--- config.mk ---
export PLATFORM = sky130hd
export DESIGN_NAME = llc_bus_snoop_agent
export DESIGN_NICKNAME = d
export VERILOG_FILES = /design/src/rtl/llc_bus_snoop_agent.sv
export SDC_FILE = /design/constraint.sdc
export NUM_CORES = 1
export LEC_CHECK = 0
export BUFFER_PORTS_ARGS = -buffer_cell sky130_fd_sc_hd__buf_2
export CAP_MARGIN = 20
export CORE_MARGIN = 3
export CORE_UTILIZATION = 34
export DETAILED_ROUTE_END_ITERATION = 10
export GPL_TIMING_DRIVEN = 0
export PLACE_DENSITY_LB_ADDON = 0.08
export REMOVE_ABC_BUFFERS = 1
export SLEW_MARGIN = 20
export SYNTH_ARGS = -nofsm -noshare
export SYNTH_HDL_FRONTEND = slang
export SYNTH_SLANG_ARGS = --single-unit
--- constraint.sdc ---
create_clock -name clk -period 10.25 [get_ports clk]
set_input_delay 2.05 -clock clk [delete_from_list [all_inputs] [get_ports clk]]
set_output_delay 2.05 -clock clk [all_outputs]
set_load 0.05 [all_outputs]
--- src/rtl/llc_bus_snoop_agent.sv ---
// LLC-side bus agent: issues one bus operation at a time, merges peer snoop
// responses (HITM > HIT > NOHIT) within a bounded window and keeps op statistics.
module llc_bus_snoop_agent #(
    parameter int ADDR_W        = 32,
    parameter int NUM_SNOOPERS  = 3,
    parameter int SNOOP_TIMEOUT = 8,
    parameter int CNT_W         = 32,
    parameter int EMULATE_SNOOP = 0
) (
    input  logic                      clk,
    input  logic                      rst,
    input  logic                      req_valid,
    output logic                      req_ready,
    input  logic [2:0]                req_op,
    input  logic [ADDR_W-1:0]         req_addr,
    output logic                      bus_valid,
    output logic [2:0]                bus_op,
    output logic [ADDR_W-1:0]         bus_addr,
    input  logic [NUM_SNOOPERS-1:0]   snoop_valid,
    input  logic [2*NUM_SNOOPERS-1:0] snoop_result,
    output logic                      rsp_valid,
    input  logic                      rsp_ready,
    output logic [2:0]                rsp_op,
    output logic [1:0]                rsp_result,
    output logic                      rsp_timeout,
    output logic                      err_illegal,
    output logic [CNT_W-1:0]          rd_count,
    output logic [CNT_W-1:0]          wr_count,
    output logic [CNT_W-1:0]          inv_count,
    output logic [CNT_W-1:0]          tmo_count
);

    localparam logic [2:0] OP_READ  = 3'b001;
    localparam logic [2:0] OP_WRITE = 3'b010;
    localparam logic [2:0] OP_INV   = 3'b011;
    localparam logic [2:0] OP_RWIM  = 3'b100;
    localparam int TMR_W = (SNOOP_TIMEOUT > 1) ? $clog2(SNOOP_TIMEOUT) : 1;
    localparam logic [TMR_W-1:0] TMR_LAST = TMR_W'(SNOOP_TIMEOUT - 1);

    typedef enum logic [1:0] {IDLE, ISSUE, SNOOP, RESP} state_t;

    state_t                  state;
    logic [2:0]              op_q;
    logic [NUM_SNOOPERS-1:0] mask;
    logic [NUM_SNOOPERS-1:0] mask_next;
    logic [1:0]              merged;
    logic [1:0]              merged_next;
    logic [TMR_W-1:0]        timer;
    logic [1:0]              emu_result;
    logic                    accept;
    logic                    legal_op;

    assign req_ready = (state == IDLE) && !rst;
    assign accept    = req_valid && req_ready;
    assign legal_op  = (req_op == OP_READ) || (req_op == OP_WRITE) ||
                       (req_op == OP_INV)  || (req_op == OP_RWIM);

    // Result codes are ordered by priority, so merging is a numeric max once
    // the reserved code 11 is folded to NOHIT. Only first strobes count.
    always_comb begin
        merged_next = merged;
        for (int i = 0; i < NUM_SNOOPERS; i++) begin
            if (snoop_valid[i] && !mask[i] && snoop_result[2*i +: 2] != 2'b11 &&
                snoop_result[2*i +: 2] > merged_next)
                merged_next = snoop_result[2*i +: 2];
        end
        mask_next = mask | snoop_valid;
    end

    // bus_addr holds the captured address for the whole operation.
    assign emu_result = (bus_addr[1:0] == 2'b00) ? 2'b01 :
                        (bus_addr[1:0] == 2'b01) ? 2'b10 : 2'b00;

    function automatic logic [CNT_W-1:0] sat_inc(input logic [CNT_W-1:0] c);
        return (&c) ? c : c + 1'b1;
    endfunction

    always_ff @(posedge clk) begin
        if (rst) begin
            state       <= IDLE;
            op_q        <= '0;
            mask        <= '0;
            merged      <= '0;
            timer       <= '0;
            bus_valid   <= 1'b0;
            bus_op      <= '0;
            bus_addr    <= '0;
            rsp_valid   <= 1'b0;
            rsp_op      <= '0;
            rsp_result  <= '0;
            rsp_timeout <= 1'b0;
            err_illegal <= 1'b0;
            rd_count    <= '0;
            wr_count    <= '0;
            inv_count   <= '0;
            tmo_count   <= '0;
        end else begin
            bus_valid   <= 1'b0;
            err_illegal <= 1'b0;
            case (state)
                IDLE: begin
                    if (accept && legal_op) begin
                        op_q      <= req_op;
                        bus_valid <= 1'b1;
                        bus_op    <= req_op;
                        bus_addr  <= req_addr;
                        state     <= ISSUE;
                        case (req_op)
                            OP_WRITE: wr_count  <= sat_inc(wr_count);
                            OP_INV:   inv_count <= sat_inc(inv_count);
                            default:  rd_count  <= sat_inc(rd_count);
                        endcase
                    end else if (accept) begin
                        err_illegal <= 1'b1;
                    end
                end
                ISSUE: begin
                    mask   <= '0;
                    merged <= '0;
                    timer  <= '0;
                    rsp_op <= op_q;
                    if (op_q == OP_WRITE) begin
                        rsp_valid   <= 1'b1;
                        rsp_result  <= 2'b00;
                        rsp_timeout <= 1'b0;
                        state       <= RESP;
                    end else begin
                        state <= SNOOP;
                    end
                end
                SNOOP: begin
                    if (EMULATE_SNOOP != 0) begin
                        rsp_valid   <= 1'b1;
                        rsp_result  <= emu_result;
                        rsp_timeout <= 1'b0;
                        state       <= RESP;
                    end else begin
                        mask   <= mask_next;
                        merged <= merged_next;
                        timer  <= timer + 1'b1;
                        // Completion wins over a timeout landing on the same cycle.
                        if (&mask_next) begin
                            rsp_valid   <= 1'b1;
                            rsp_result  <= merged_next;
                            rsp_timeout <= 1'b0;
                            state       <= RESP;
                        end else if (timer == TMR_LAST) begin
                            rsp_valid   <= 1'b1;
                            rsp_result  <= merged_next;
                            rsp_timeout <= 1'b1;
                            tmo_count   <= sat_inc(tmo_count);
                            state       <= RESP;
                        end
                    end
                end
                RESP: begin
                    if (rsp_ready) begin
                        rsp_valid <= 1'b0;
                        state     <= IDLE;
                    end
                end
                default: state <= IDLE;
            endcase
        end
    end

endmodule

# Word level (Yosys, flattened, before mapping)
# Cells that the tools add are included.
# Widths: inputs -> output; s select.
dict set report word_totals {
  register_bits 182
  in_bits 48
  out_inout_bits 173
  elab_cells 112
}
dict set report classes {
  addsub 5
  n_lt_le_gt_ge 3
  eq_ne 16
  mux 26
  bitwise_logic 8
  n_reduce_logical 38
}
# op count
set ops {}
lappend ops {{$add 32x1->32 const B} 4}
lappend ops {{$reduce_and 32->1} 4}
lappend ops {{$mux 2} 10}
lappend ops {{$reduce_and 4->1} 5}
lappend ops {{$logic_and 1x1->1} 12}
lappend ops {{$pmux 3 s2} 2}
lappend ops {{$ne 2x2->1 const B} 5}
lappend ops {{$eq 3x2->1 const B} 3}
lappend ops {{$mux 1} 9}
lappend ops {{$reduce_and 3->1} 3}
lappend ops {{$pmux 2 s2} 2}
lappend ops {{$pmux 2 s4} 1}
lappend ops {{$not 1->1} 7}
lappend ops {{$eq 3x3->1 const B} 2}
lappend ops {{$gt 2x2->1} 3}
lappend ops {{$eq 2x2->1 const B} 2}
lappend ops {{$logic_not 1->1} 4}
lappend ops {{$reduce_or 2->1} 2}
lappend ops {{$add 3x1->3 const B} 1}
lappend ops {{$eq 3x1->1 const B} 1}
lappend ops {{$logic_or 1x1->1} 3}
lappend ops {{$ne 3x3->1 const B} 1}
lappend ops {{$or 3x3->3} 1}
lappend ops {{$pmux 1 s3} 1}
lappend ops {{8 further kinds} 8}

# Longest topological paths before layout
dict set report depth {
  word_depth 14
  depth_mapped 17
  mapped_depth_nobuf 17
}

# Least setup slack after synthesis
# No wires, ideal clock.
dict set report synth_timing {
  path_type {input port to output port}
  from {input rst}
  to {output req_ready}
  t_arrival_ns 3.273
  required_time_ns 8.200
  slack_ns 4.927
  cell_stages 4
  path_buffers 3
  cell_sequence {clkbuf_1 clkbuf_1 buf_1 nor2_1}
}
dict set report synth_via {
  elab_chain_cells 2
}
# element line
set synth_rtl {}
lappend synth_rtl {{start, declared} 11} ;# input logic rst,
lappend synth_rtl {{$logic_not 1->1} 53} ;# assign req_ready = (state == IDLE) && !rst;
lappend synth_rtl {{$logic_and 1x1->1} 53}
lappend synth_rtl {{end, declared} 13} ;# output logic req_ready,
# No other way between the ends.

# Final worst setup path
dict set report layout_timing {
  from {input rst}
  to {register inv_count[7]}
}
dict set report layout_via {
  elab_chain_cells 5
}
# element line
set layout_rtl {}
lappend layout_rtl {{$logic_not 1->1} 53}
lappend layout_rtl {{$logic_and 1x1->1} 53}
lappend layout_rtl {{$logic_and 1x1->1} 54} ;# assign accept = req_valid && req_ready;
lappend layout_rtl {{$logic_and 1x1->1} 102} ;# if (accept && legal_op) begin
lappend layout_rtl {{$reduce_and 4->1 (no line)} n/a}
lappend layout_rtl {{end signal, assigned} 110} ;# OP_INV: inv_count <= sat_inc(inv_count);
lappend layout_rtl {{end, declared} 29} ;# output logic [CNT_W-1:0] inv_count,
# Several ways; a longest one is shown, not always the timed one.
# A chain may end at the register's enable or synchronous reset.

==> results_dict.tcl <==
set metrics [dict create \
    floorplan.die.height_microns 169 \
    peakVddDrop_mv 0.0860 \
    drt_iter0_drc 527 \
    n_fill_cell 2768 \
    use_met3_pct 4.45 \
    maxCapViolations 0 \
    grt_overflow_total 0 \
    postCtsSetupRepairBufs 0 \
    finalSetupViolations 0 \
    rows 59 \
    dr.pass1.iters 5 \
    reg2regPathDepth 17 \
    cp-end-kind "flop" \
    grt_use_total_pct 17.8 \
    die-area_sq_mm 0.0287 \
    use_met1_pct 24.1 \
    clock_path_buffers 2 \
    switching_share_pct 30.0 \
    start_util_pct 34.7 \
    critPathArrivalTime_ns 5.42 \
    routed_wl_mm 26.3 \
    maxSlewHeadroom_pct 30.9 \
    layout_setup_ws_ns 5.15 \
    tightest_slew_ns 1.03 \
    synth_area_leader_cell "dfxtp_1" \
    yosys_most_used_dff "dfxtp_1" \
    postSynthCellCount 1106 \
    rr_endpoint "merged[0]" \
    yosys_warnings 0 \
    grt_pass1_vias 7969 \
    avgSynthCellArea_sq_um 8.20 \
    pwr-share-clk_pct 40.5 \
    hold_depth 2 \
    areaGrowthSynthToFinish_pct 21.0 \
    drive_gt1_share_pct 22.8 \
    cts.repair.resized 0 \
    antenna_found_initial 2 \
    io_pins 221 \
    port-buffer-count 220 \
    r2r_setup_slack_ns 6.60 \
    cellPowerDensity_mw_per_mm2 151 \
    ys_types 69 \
    worstHoldEndpoint "bus_addr[20]" \
    worst-setup-path-type "in2reg" \
    cts_tree "done" \
    setup-tns-final_ns 0 \
    holdWs_ns 0.453 \
    route.vias.total 8795 \
    drv_slew 0 \
    synth_area_sq_mm 0.00907 \
    routabilityCongestion 0.772 \
    synthArstFlopShare_pct 0 \
    drc 0 \
    period_minus_slack_ns 5.10 \
    synthTopCellsByArea "dfxtp_1, a21oi_1, nand2_1" \
    cts-root-buf "clkbuf_16" \
    p_total_w 0.00165 \
    ys_seq_area_share_pct 40.2 \
    hold_viol 0 \
    synth.most_common_cell "dfxtp_1" \
    grt_busiest_layer "met2" \
    antenna_left 0 \
    cp_max_fo 100 \
    hold_buffers 0 \
    die_w_microns 169 \
    final_nets 1354 \
    clock_skew_ns 0.0173 \
    start_kind "input port" \
    p_switching_w 0.000496 \
    hpwlAfterDp_mm 18.4 \
    p_int_w 0.00116 \
    htree_levels 4 \
    combPwrFrac_pct 14.7 \
    fin_crit_sh_pct 49.8 \
    route.detailed.wl_per_inst_microns 16.1 \
    met2_usage_pct 28.8 \
    synth-edff-count 0 \
    critPathRequiredTime_ns 10.56 \
    synth_top_area_share_pct 40.2 \
    hold_class "reg2reg" \
    clkTransAtPathRegs_ns 0.07 \
    grt_max_degree 101 \
    cts_made_buffers 17 \
    synth_commonest_cells "dfxtp_1, a21oi_1, nand2_1" \
    rr_startpoint "merged[1]" \
    outcome "complete, no violations" \
    clock_sinks 182 \
    max_freq_mhz 196 \
    synth-seq-cells 182 \
    core_sq_mm 0.0261 \
    pre_cts_ws_ns 4.72 \
    grt_pass1_wl_mm 42.4 \
    rsz0062_at_grt "no" \
    min-delay-start "bus_addr[20]" \
    viasPerCell 5.37 \
    worstSkewPairLatency_ns 0.43 \
    p_seq_share_pct 44.9 \
    cellLeakagePower_nw 4.09 \
]
state kept, by name, indices dropped and copies added, names as in the netlist:
name and count:
rsp_valid 1, op_q 3, rsp_timeout 1, mask 3, inv_count 32, timer 3
state 2, tmo_count 32, rd_count 32, err_illegal 1, bus_valid 1, rsp_result 2
bus_addr 32, wr_count 32, rsp_op 3, merged 2
worst max-delay path by stage:
stage                          from            end  slack, ns  cells past startpoint
floorplan           snoop_result[1]      merged[0]       5.23                     16
global placement                rst       state[0]       2.46                      7
detailed placement              rst   inv_count[7]       4.72                      8
CTS                             rst   inv_count[7]       5.17                      8
global route        snoop_result[1]  rsp_result[1]       4.83                     16
finish                          rst   inv_count[7]       5.15                      8
cell usage in the layout, fill, tap and decap left out, types with 5 or more instances in the layout:
cell | Yosys | final
nor2b_1 | 18 | 18
ha_1 | 16 | 16
and2_1 | 8 | 8
clkbuf_16 | 0 | 17
o31ai_1 | 34 | 34
nor2_1 | 70 | 70
dfxtp_1 | 182 | 182
o21a_1 | 7 | 7
mux2_2 | 15 | 15
buf_2 | 13 | 219
or3_1 | 46 | 46
nand2_1 | 129 | 128
and3_1 | 9 | 9
xnor2_1 | 10 | 10
o21ai_1 | 6 | 6
a21oi_1 | 132 | 132
o21ai_0 | 50 | 50
nand4_1 | 44 | 44
mux2i_1 | 8 | 8
o31a_1 | 5 | 5
or2_2 | 10 | 10
o211ai_1 | 7 | 7
nand3_1 | 54 | 54
or4_1 | 37 | 37
nor3_1 | 12 | 12
nor4_1 | 20 | 20
o311ai_0 | 5 | 5
o41ai_1 | 9 | 9
inv_1 | 34 | 34
and4_1 | 11 | 11
power groups by stage:
stage	combinational (W)	clock, W	sequential, W
final	0.000242	0.000669	0.000741
after global routing	0.000269	0.000719	0.000744
after CTS	0.000246	0.000690	0.000741
after detailed placement	0.000246	0	0.000758
after global placement	0.000245	0	0.000757
after floorplan	0.000118	0	0.000802
kinds of logic (layout without fill, tap and decap cells):
logic type / after synthesis / after routing / synth area share, %
xor+xnor: 13 / 13 / 1.26
compound gates: 281 / 281 / 18.9
mux: 23 / 23 / 2.74
fa+ha+maj: 16 / 16 / 2.21
buf+inv: 93 / 288 / 4.32
flops: 182 / 182 / 40.2
simple gates: 498 / 498 / 30.4
other cells: 0 / 1 / 0
final cells by class:
type / count / area [sq um] / share of cell area (%)
Multi-Input combinational cell: 831 / 5040 / 46.0
Tap cell: 335 / 419 / 3.82
Antenna cell: 1 / 2.50 / 0.0228
Clock inverter: 12 / 144 / 1.31
Clock buffer: 18 / 429 / 3.91
Inverter: 35 / 131 / 1.20
Sequential cell: 182 / 3640 / 33.2
Timing Repair Buffer: 223 / 1160 / 10.6
critical path, stage by stage:
cell	delay (ns)
buf_8	0.24
buf_16	0.29
and3b_1	0.36
nand2_2	0.42
inv_2	0.66
nand3_1	0.44
nor4_1	0.43
mux2_2	0.37
per-stage QoR:
stage	instances	area [sq um]	utilization [%]
6_report	1637	11000	42.0
5_1_grt	1637	11000	42.0
4_1_cts	1636	11000	42.0
3_5_place_dp	1606	10400	39.8
3_3_place_gp	1603	10300	39.5
2_1_floorplan	1048	8810	-
metal layers:
metal  up-vias  wire [microns]
met5         -              20
met4         2             359
met3        23            1330
met2       175           12200
met1      4106           12400
li1       4489               -
(Power assumes the default switching activity.)
